$ cat config.mk
export PLATFORM = sky130hd
export DESIGN_NAME = pipelined_adder
export DESIGN_NICKNAME = d
export VERILOG_FILES = /design/src/rtl/adder_pkg.sv /design/src/rtl/adder_segment.sv /design/src/rtl/pipelined_adder.sv
export SDC_FILE = /design/constraint.sdc
export NUM_CORES = 1
export LEC_CHECK = 0
export CAP_MARGIN = 20
export CORE_UTILIZATION = 30
export DETAILED_ROUTE_END_ITERATION = 10
export HOLD_SLACK_MARGIN = 0.08
export PLACE_DENSITY = 0.56
export SYNTH_ARGS = -nofsm -noshare
export SYNTH_HDL_FRONTEND = slang
export SYNTH_SLANG_ARGS = --single-unit
$ cat constraint.sdc
create_clock -name clk -period 10.5 [get_ports clk]
set_input_delay 2.1 -clock clk [delete_from_list [all_inputs] [get_ports clk]]
set_output_delay 2.1 -clock clk [all_outputs]
set_load 0.005 [all_outputs]
$ cat src/rtl/adder_pkg.sv
// Shared types and elaboration helpers for the pipelined add/subtract unit.
package adder_pkg;

  typedef enum logic {
    ADD = 1'b0,
    SUB = 1'b1
  } add_op_t;

  function automatic bit width_ok(int width, int stages);
    return (stages >= 1) && (width % stages == 0);
  endfunction

endpackage

$ cat src/rtl/adder_segment.sv
// Combinational SEG-bit ripple segment; also exposes the carry into its top bit
// so the final segment can form signed overflow.
module adder_segment #(
  parameter int SEG = 4
) (
  input  logic [SEG-1:0] a,
  input  logic [SEG-1:0] b,
  input  logic           ci,
  output logic [SEG-1:0] sum,
  output logic           co,
  output logic           c_msb
);

  logic [SEG-1:0] p;
  logic [SEG-1:0] g;
  logic [SEG:0]   c;

  always_comb begin
    p    = a ^ b;
    g    = a & b;
    c    = '0;
    c[0] = ci;
    for (int i = 0; i < SEG; i++) begin
      c[i+1] = g[i] | (p[i] & c[i]);
    end
    sum   = p ^ c[SEG-1:0];
    co    = c[SEG];
    c_msb = c[SEG-1];
  end

endmodule

$ cat src/rtl/pipelined_adder.sv
// WIDTH-bit add/subtract split into STAGES ripple segments with registered
// inter-segment carries; whole pipeline stalls on output backpressure.
module pipelined_adder
  import adder_pkg::*;
#(
  parameter int WIDTH  = 16,
  parameter int STAGES = 4
) (
  input  logic             clk,
  input  logic             reset,
  input  logic             in_valid,
  output logic             in_ready,
  input  logic [WIDTH-1:0] a,
  input  logic [WIDTH-1:0] b,
  input  logic             cin,
  input  add_op_t          op,
  output logic             out_valid,
  input  logic             out_ready,
  output logic [WIDTH-1:0] s,
  output logic             cout,
  output logic             ovf
);

  localparam int SEG = WIDTH / STAGES;

  if (!width_ok(WIDTH, STAGES)) begin : g_bad_params
    $error("pipelined_adder: WIDTH must be a non-zero multiple of STAGES");
  end

  logic             v_q   [STAGES];
  logic [WIDTH-1:0] a_q   [STAGES];
  logic [WIDTH-1:0] b_q   [STAGES];
  logic [WIDTH-1:0] s_q   [STAGES];
  logic             c_q   [STAGES];
  logic             ovf_q;

  logic             src_v [STAGES];
  logic [WIDTH-1:0] src_a [STAGES];
  logic [WIDTH-1:0] src_b [STAGES];
  logic [WIDTH-1:0] src_s [STAGES];
  logic             src_c [STAGES];

  logic [SEG-1:0]   seg_s  [STAGES];
  logic             seg_co [STAGES];
  logic             seg_cm [STAGES];

  logic             advance;
  logic             unused_ok;

  assign out_valid = v_q[STAGES-1];
  assign advance   = out_ready | ~out_valid;
  assign in_ready  = advance;

  assign s    = s_q[STAGES-1];
  assign cout = c_q[STAGES-1];
  assign ovf  = ovf_q;

  // Subtraction is folded in up front so every later stage is a plain adder.
  always_comb begin
    src_v[0] = in_valid;
    src_a[0] = a;
    src_b[0] = (op == SUB) ? ~b : b;
    src_s[0] = '0;
    src_c[0] = (op == SUB) ? 1'b1 : cin;
    for (int k = 1; k < STAGES; k++) begin
      src_v[k] = v_q[k-1];
      src_a[k] = a_q[k-1];
      src_b[k] = b_q[k-1];
      src_s[k] = s_q[k-1];
      src_c[k] = c_q[k-1];
    end
  end

  for (genvar k = 0; k < STAGES; k++) begin : g_seg
    adder_segment #(.SEG(SEG)) u_seg (
      .a     (src_a[k][k*SEG +: SEG]),
      .b     (src_b[k][k*SEG +: SEG]),
      .ci    (src_c[k]),
      .sum   (seg_s[k]),
      .co    (seg_co[k]),
      .c_msb (seg_cm[k])
    );
  end

  always_ff @(posedge clk) begin
    if (reset) begin
      for (int k = 0; k < STAGES; k++) begin
        v_q[k] <= 1'b0;
        a_q[k] <= '0;
        b_q[k] <= '0;
        s_q[k] <= '0;
        c_q[k] <= 1'b0;
      end
      ovf_q <= 1'b0;
    end else if (advance) begin
      for (int k = 0; k < STAGES; k++) begin
        v_q[k]                 <= src_v[k];
        a_q[k]                 <= src_a[k];
        b_q[k]                 <= src_b[k];
        s_q[k]                 <= src_s[k];
        s_q[k][k*SEG +: SEG]   <= seg_s[k];
        c_q[k]                 <= seg_co[k];
      end
      ovf_q <= seg_cm[STAGES-1] ^ seg_co[STAGES-1];
    end
  end

  // Final-stage operand copies have no consumer.
  assign unused_ok = ^{a_q[STAGES-1], b_q[STAGES-1]};

endmodule

# Yosys cells after proc, flatten, opt, wreduce, memory -nomap -nowiden
# Memory sizes are Yosys's and may differ from the RTL's.
# Cells that the tools add are included.
[word_totals] regBits=1 mem_count=5 ramBits=200 wordCells=109 out_inout_bits=20
[classes] n_mux=31 bitwise=72
[mem_list] memory="a_q" words=4 width=16 read_ports=3 rd_clocked_by_memory_dff=0 wr=4 line="pipelined_adder.sv:31" source="logic [WIDTH-1:0] a_q [STAGES];"
[mem_list] memory="b_q" words=4 width=16 read_ports=3 rd_clocked_by_memory_dff=0 wr=4 line="pipelined_adder.sv:32" source="logic [WIDTH-1:0] b_q [STAGES];"
[mem_list] memory="s_q" words=4 width=16 read_ports=4 rd_clocked_by_memory_dff=0 wr=4 line="pipelined_adder.sv:33" source="logic [WIDTH-1:0] s_q [STAGES];"
[mem_list] memory="c_q" words=4 width=1 read_ports=4 rd_clocked_by_memory_dff=0 wr=4 line="pipelined_adder.sv:34" source="logic c_q [STAGES];"
[mem_list] memory="v_q" words=4 width=1 read_ports=4 rd_clocked_by_memory_dff=0 wr=4 line="pipelined_adder.sv:30" source="logic v_q [STAGES];"
[ops] op="$mux W16" count=13
[ops] op="$or A1 B1 Y1" count=41
[ops] op="$xor A4 B4 Y4" count=8
[ops] op="$and A1 B1 Y1" count=16
[ops] op="$and A4 B4 Y4" count=4
[ops] op="$mux W4" count=4
[ops] op="$not A16 Y16" count=1
[ops] op="$mux W1" count=14
[ops] op="$not A1 Y1" count=1
[ops] op="$xor A1 B1 Y1" count=1

# Logic depth before layout (Yosys ltp)
# Gate-level depths: netlist of run 1.
[logic_depth] ltp_word=12 ltp_mapped=9

# By module
# From an unflattened synthesis of run 1, not the netlist that was laid out.
[hier_totals] hier_cells=312 area_unflattened_um2=4625.7
[by_module_without_submodules] module="pipelined_adder" area_per_inst_um2=4155.2 cells_per_inst=256 seq_area_each_um2=2902.8 n_inst=1
[by_module_without_submodules] module="adder_segment" area_per_inst_um2=117.6 cells_per_inst=14 seq_area_each_um2=0.0 n_inst=4

# Least setup slack after synthesis of run 1
# OpenSTA, ideal clock, no wires.
[synth_path] kind="input-to-reg" start="input reset" end="memory a_q[0][10], enable pin" setup_ns=0.471 required_time_ns=10.029 stages=3 slack_ns=5.213 t_arrival_ns=4.816 path_cell_list="buf_2 > buf_2 > nand2b_1"
[synth_lines] item="from (decl)" line="pipelined_adder.sv:10" source="input logic reset,"
[synth_lines] item="to (decl)" line="pipelined_adder.sv:31"

# Worst setup path after layout of run 1
[layout_path] start="input out_ready" end="output in_ready"
[layout_via] elab_chain_len=1
[layout_rtl] item="from (decl)" line="pipelined_adder.sv:18" source="input logic out_ready,"
[layout_rtl] item="$or A1 B1 Y1" line="pipelined_adder.sv:51" source="assign advance = out_ready | ~out_valid;"
[layout_rtl] item="to (decl)" line="pipelined_adder.sv:12" source="output logic in_ready,"
# No other way between the ends.

==> impl_results.md, run 1 <==
* Power Total at between 800 and 900 uW
* Sequential area share after synthesis at ~64%
* Die Span Y at around 120 um
* Antenna-violating nets left at 0
* Routed Wire Length at slightly below 7 mm
* CP startpoint kind: primary input
* Largest family of logic cells by synthesized area: simple AND/OR/NAND/NOR gates
* Status: finished, violations left
* PortBufs at 57
* First-pass GRT wire length at about 11 mm
* Peak supply drop at between 0.08 and 0.09 mV
* Peak Freq at 163.5 MHz
* Fill cell count at roughly 1,400
* Footprint of the multi-input gates at approximately 1300 um2
* Synth top area share at a little under two thirds
* WP data required at about 8400 ps
* Via count at about 2,200
* Compound-cell area share of the yosys netlist at 0.2764%
* WP data arrival at approximately 4000 ps
* Critical Path Max Stage Delay at 470 ps
* Share of cells above drive strength 1 at between 10% and 20%
* Crit. End Element: primary output
* Clock Latency Late Sink at approximately 330 ps
* Crit-path max FO at between 50 and 60
* IO Count at 58
* Syn_area_per_cell at roughly 15 um2
* Adder-Cell Fraction of Synth Area at 7.076%
* Placed standard-cell area at about 5100 um2
* Total CTS buffers at 9
* Post-CTS setup buffer count at 0
* Chip width at 124.8 um
* Hold Path Stages at 1
* Violated checks: design-rule violations
* Slowest-stage cell, CP: clkdlybuf4s50_1
* Cell taking the most area after synthesis: edfxtp_1
* # diodes at 0
* Final GP Congestion at between 0.6 and 0.7
* Slew Limit Fails at 0
* Min-delay worst type: register to register
* Flop-to-flop setup slack at between 7000 and 8000 ps
* Core ar. at 14,640 um2
* Initial Util at just over 30%
* Post-layout util at between 30% and 40%
* Crit Reg-Reg Startpoint: c_q[0][2]
* Final Cycle Share at 58.24%
* Max-cap violations at 0
* Leak at 0.001945 uW
* Pwr dens at 156.7 nW/um2
* Remaining global-route overflow at 0
* Cell area after synthesis at about 4500 um2
* # setup viols final at 0
* Synth area leaders: edfxtp_1, nor3b_1, fa_1
* Post-CTS Resized at 0
* XOR/XNOR share of the synthesized area at roughly 3.3%
* Synth cell types at 18
* CTS root buf: clkbuf_16
* Detailed-route vias per instance at 4.331
* Hold path start: s_q[0][20]
* Rows at 44
* Most used cell, CP: clkdlybuf4s50_1
* Syn-to-layout area delta at 19.40%
* RSZ-0062 raised after global routing: false
* Fin worst setup slack at 4385 ps
* Storage cell area at 2903 um2
* Worst Hold End: s_q[0][36]
* Hold Vio Cnt, Final at 0
* Die Area at between 15,000 and 20,000 um2
* Clk sink count at 97
* Synth Net Count at ~350
* # DRC at 10
* Clock skew at around 5.7 ps
* Multiplexer area fraction after synthesis at 0%
* Synth Area in Simple Gates at about 17%
* CTS max path bufs at 2
* All-Layer GR Usage at 9.282%
* Synth warnings at 0
* Final Critical Period at 6115 ps
* TritonCTS clock tree: yes
* CTS HTree Levels at 3
* Cell area after layout at 5405 um2
* Post-route setup TNS at 0 ps
* Final #Nets at roughly 380
* Gate count after technology mapping at 294
* Vias in the first global route at roughly 2,200
* CTS Hold Bufs at 0
* Placed wire-length estimate at between 3 and 4 mm
* Slew @ Worst Pin at 942.7 ps
* Dpl ws at 4256 ps
* Register bit total from synthesis at between 90 and 100
* Reg2reg path depth at 8
* FF-to-FF End: ovf
* Largest net degree at the start of global routing at a little under 100
* Wire per inst at 13.22 um
* Slew HR at 37.16%
* Critical Path, Cell by Cell: clkdlybuf4s50_1 -> nor2b_4 -> buf_4 -> buf_12 -> inv_2 -> clkdlybuf4s50_1
* Critical path launch point: out_ready
* DRT iter0 DRCs at ~180
* Initial antenna violation count at 0
* Clock-pin slew on the worst setup and hold paths at 70 ps
* TritonRoute pass-1 iters at 7
* WS Path Type: primary input to primary output
[layout by cell type, fill, tap and decap left out, drive strengths merged]
master         netlist  routed
a211oi               1       1
buf                 33       6
clkbuf               7      10
clkdlybuf4s50        0      56
clkinv               0       3
clkinvlp             0       2
dfxtp                1       1
edfxtp              96      96
fa                  16      16
inv                 23      24
nand2b               1       1
nor2                 1       1
nor2b                1       1
nor3                22      22
nor3b               75      75
xnor2               16      16
xor2                 1       1
[worst max-delay path, delay by kind of cell]
kind | cells | cell delay (ps)
buf+inv | 5 | 1780
simple gates | 1 | 120
[Yosys cell counts, drive strengths merged]
cell,instances
nor3,22
inv,23
nor3b,75
fa,16
nand2b,1
dfxtp,1
a211oi,1
edfxtp,96
xnor2,16
xor2,1
buf,33
nor2,1
clkbuf,7
nor2b,1
[flip-flops by register name, indices dropped and copies added (netlist names)]
signal  count
ovf         1
a_q        24
s_q        40
c_q         4
b_q        24
v_q         4
[metal layers]
metal / GRT usage, % / up-vias / routed length, um / part of all wire, %
met5: 0 / - / 0 / 0
met4: 3.228 / 0 / 85 / 1.2
met3: 3.265 / 8 / 368 / 5.4
met2: 13.81 / 58 / 3040 / 45
met1: 12.52 / 1080 / 3330 / 49
li1: - / 1089 / - / -
[cells by family after synthesis]
kind of cell | count (synthesis)
AND/OR/NAND/NOR | 100
adder cells (fa/ha/maj) | 16
AO/OA/AOI/OAI | 1
XOR/XNOR | 17
flip-flops | 97
buffers and inverters | 63
[how the worst max path moves through the flow]
stage	to	slack [ps]	cells after the start
after floorplan	a_q[0][10]	5210	3
after global placement	in_ready	4300	5
after detailed placement	in_ready	4260	5
after CTS	in_ready	4250	5
after global routing	in_ready	4290	6
final	in_ready	4380	6
[through the flow]
step	instances	hold slack, ps
2_1_floorplan	294	569.7
3_3_place_gp	499	576.2
3_5_place_dp	499	584.9
4_1_cts	515	605.9
5_1_grt	516	617.8
6_report	516	600.2
[where the power goes]
group / total (uW) / leakage (uW) / switching (uW) / internal (uW)
Combinational: 80.1 / 0.000662 / 34.1 / 46.0
Clock: 304 / 0.000135 / 136 / 167
Sequential: 463 / 0.00115 / 7.37 / 456
Total: 847 / 0.00194 / 178 / 669
[area by class of cell]
| class | count | area share [%] |
|---|---|---|
| clock buffers | 10 | 4.421 |
| clock inverters | 6 | 0.7870 |
| inverters | 23 | 1.597 |
| multi-input cells | 134 | 23.80 |
| flip-flops and latches | 97 | 53.70 |
| well taps | 184 | 4.259 |
| repair buffers | 62 | 11.44 |
(Power assumes the default switching activity.)
==> run 2, diff against run 1 <==
==> constraint.sdc (replaced) <==
create_clock -name clk -period 6.13 [get_ports clk]
set_input_delay 1.226 -clock clk [delete_from_list [all_inputs] [get_ports clk]]
set_output_delay 1.226 -clock clk [all_outputs]
set_load 0.005 [all_outputs]
==> run 2 against run 1 <==
Compared with the run above:
- the flow still finishes with violations (design-rule violations)
- cell area rose by 0.97%
- core utilization rose by 0.36 points
- sequential cell count did not move
- clock power rose by 110%
- worst hold slack got worse by 1.8 ps
- clock skew rose by 1.1 ps
- combinational power rose by 74%
- routed wire length rose by 3.9%
- via count barely moved
- non-clock buffer count did not move
- critical path type is now primary input to register
- critical endpoint is now s_q[0][3]
- largest power group unchanged
==> impl_results.md, run 2 (same netlist as run 1, synthesis figures left out) <==
* Crit. End Element: register
* Rows at 44 (unchanged)
* Pwr dens at 285.2 nW/um2 (+82%)
* DRT iter0 DRCs at 197 (+8.2%)
* Slew HR at 45.52% (+8.4 points)
* Share of cells above drive strength 1 at 12.69% (-1.2 points)
* Slew @ Worst Pin at 817.3 ps (-125.4 ps)
* IO Count at 58 (unchanged)
* Status: finished, violations left
* Violated checks: design-rule violations
* Post-route setup TNS at 0 ps (unchanged)
* Total CTS buffers at 9 (unchanged)
* TritonRoute pass-1 iters at 8 (+1)
* CTS HTree Levels at 3 (unchanged)
* Peak Freq at ~260 MHz
* Max FFs per register at 40 (unchanged)
* Clock-pin slew on the worst setup and hold paths at 60 ps (about the same)
* WP data arrival at 3930 ps (-90 ps)
* RSZ-0062 raised after global routing: false
* Critical Path Max Stage Delay at 450 ps (-20 ps)
* Fin worst setup slack at 2253 ps (-2132 ps)
* Commonest non-fill, non-tap cells in the layout: edfxtp_1, nor3b_1, clkdlybuf4s50_1
* Routed Wire Length at 7.089 mm (+3.9%)
* Final Critical Period at 3877 ps
* Top Registers: s_q (40), a_q (24), b_q (24)
* Placed wire-length estimate at 4.097 mm (+3.7%)
* Vias in the first global route at 2,345 (+6.0%)
* Crit-path max FO at 17 (-69%)
* CTS root buf: clkbuf_16
* Most flop-heavy register: s_q
* CTS Hold Bufs at 0 (unchanged)
* Final Cycle Share at between 60% and 70%
* WS Path Type: primary input to register
* Die Span Y at 124.8 um (unchanged)
* Most used cell, CP: fa_1
* Syn-to-layout area delta at 20.56%
* Remaining global-route overflow at 0 (unchanged)
* # diodes at 0 (unchanged)
* Final GP Congestion at 0.6420 (-1.2%)
* Peak supply drop at 0.1383 mV (+70%)
* # DRC at 10 (unchanged)
* Post-CTS setup buffer count at 0 (unchanged)
* PortBufs at 57 (unchanged)
* Fill cell count at 1,380 (-1.6%)
* Chip width at 124.8 um (unchanged)
* Post-CTS Resized at 0 (unchanged)
* CTS max path bufs at 2 (unchanged)
* Min-delay worst type: register to register
* CP startpoint kind: primary input
* Max-cap violations at 0 (unchanged)
* Initial antenna violation count at 0 (unchanged)
* Leak at 0.001970 uW (+1.3%)
* Dpl ws at 1870 ps (-2386 ps)
* WP data required at 6190 ps (-2210 ps)
* Wire per inst at 13.77 um (+4.1%)
* Slowest-stage cell, CP: clkdlybuf4s50_1
* Antenna-violating nets left at 0 (unchanged)
* Commonest non-fill, non-tap cell in the layout: edfxtp_1
* Largest net degree at the start of global routing at 98 (-1.0%)
* Detailed-route vias per instance at 4.336 (+0.10%)
* Final #Nets at 381 (unchanged)
* All-Layer GR Usage at 9.676% (+0.39 points)
* # setup viols final at 0 (unchanged)
* Core ar. at 14,640 um2 (unchanged)
* Via count at 2,233 (-0.089%)
* Critical Path, Cell by Cell: clkdlybuf4s50_1 -> buf_4 -> xnor2_1 -> fa_1 -> fa_1 -> fa_1 -> inv_1 -> fa_1 -> nor3b_1
* Clock Latency Late Sink at 340 ps (about the same)
* Initial Util at 30.91% (unchanged)
* Clock skew at 6.833 ps (+1.118 ps)
* Die Area at 15,590 um2 (unchanged)
* First-pass GRT wire length at 11.78 mm (+4.3%)
* Clk sink count at 97 (unchanged)
* TritonCTS clock tree: yes
* Hold Vio Cnt, Final at 0 (unchanged)
* Slew Limit Fails at 0 (unchanged)
[run 2: cell count changes in the layout (fill, tap and decap cells not counted), sizes merged]
| cell | change |
|---|---|
| bufinv | +3 |
| clkbuf | +2 |
| clkinv | -3 |
| clkinvlp | -2 |
| inv | -1 |
[run 2: critical path: cells and delay by family]
kind / cells / cell delay [ps]
XOR/XNOR: 1 / 150
adder cells (fa/ha/maj): 4 / 1600
AND/OR/NAND/NOR: 1 / 150
buffers and inverters: 3 / 810
[run 2: layout make-up]
class                   instances  area (um2)  area share [%]
clock inverters                 3       90.09           1.651
flip-flops and latches         97        2903           53.19
repair buffers                 62       625.6           11.46
clock buffers                  12       236.5           4.333
inverters                      23       86.33           1.582
well taps                     184       230.2           4.218
multi-input cells             134        1286           23.57
[run 2: metrics by stage]
step                      util [%]  total power, uW  std cells  hold slack, ps  cell area (um2)
after floorplan                  -            897.6        294           569.7             4527
after global placement       34.85            944.9        499           574.0             5104
after detailed placement     34.85            948.4        499           584.9             5104
after CTS                    37.08             1577        514           605.1             5430
after global routing         37.27             1615        515           621.1             5458
final                        37.27             1557        515           598.5             5458
[run 2: layer usage]
metal  wire, um  GRT usage (%)
met1       3524          13.28
met2       3141          14.01
met3        290          2.448
met4        133          5.165
met5          0              0
[run 2: report_power, final]
part,internal [uW],total (uW),switching [uW],leakage (uW)
sequential,781,793,12.8,0.00115
clock,397,624,227,0.000157
combinational,79.5,139,59.8,0.000665
total,1260,1560,299,0.00197
[run 2: worst paths after layout]
kind	startpoint	end	slack, ps	cells after the start
worst min-delay path	s_q[0][17]	s_q[0][33]	600	1
worst max register to register	b_q[0][44]	ovf	3560	8
worst min register to register	s_q[0][17]	s_q[0][33]	600	1
worst max-delay path	op	s_q[0][3]	2250	9
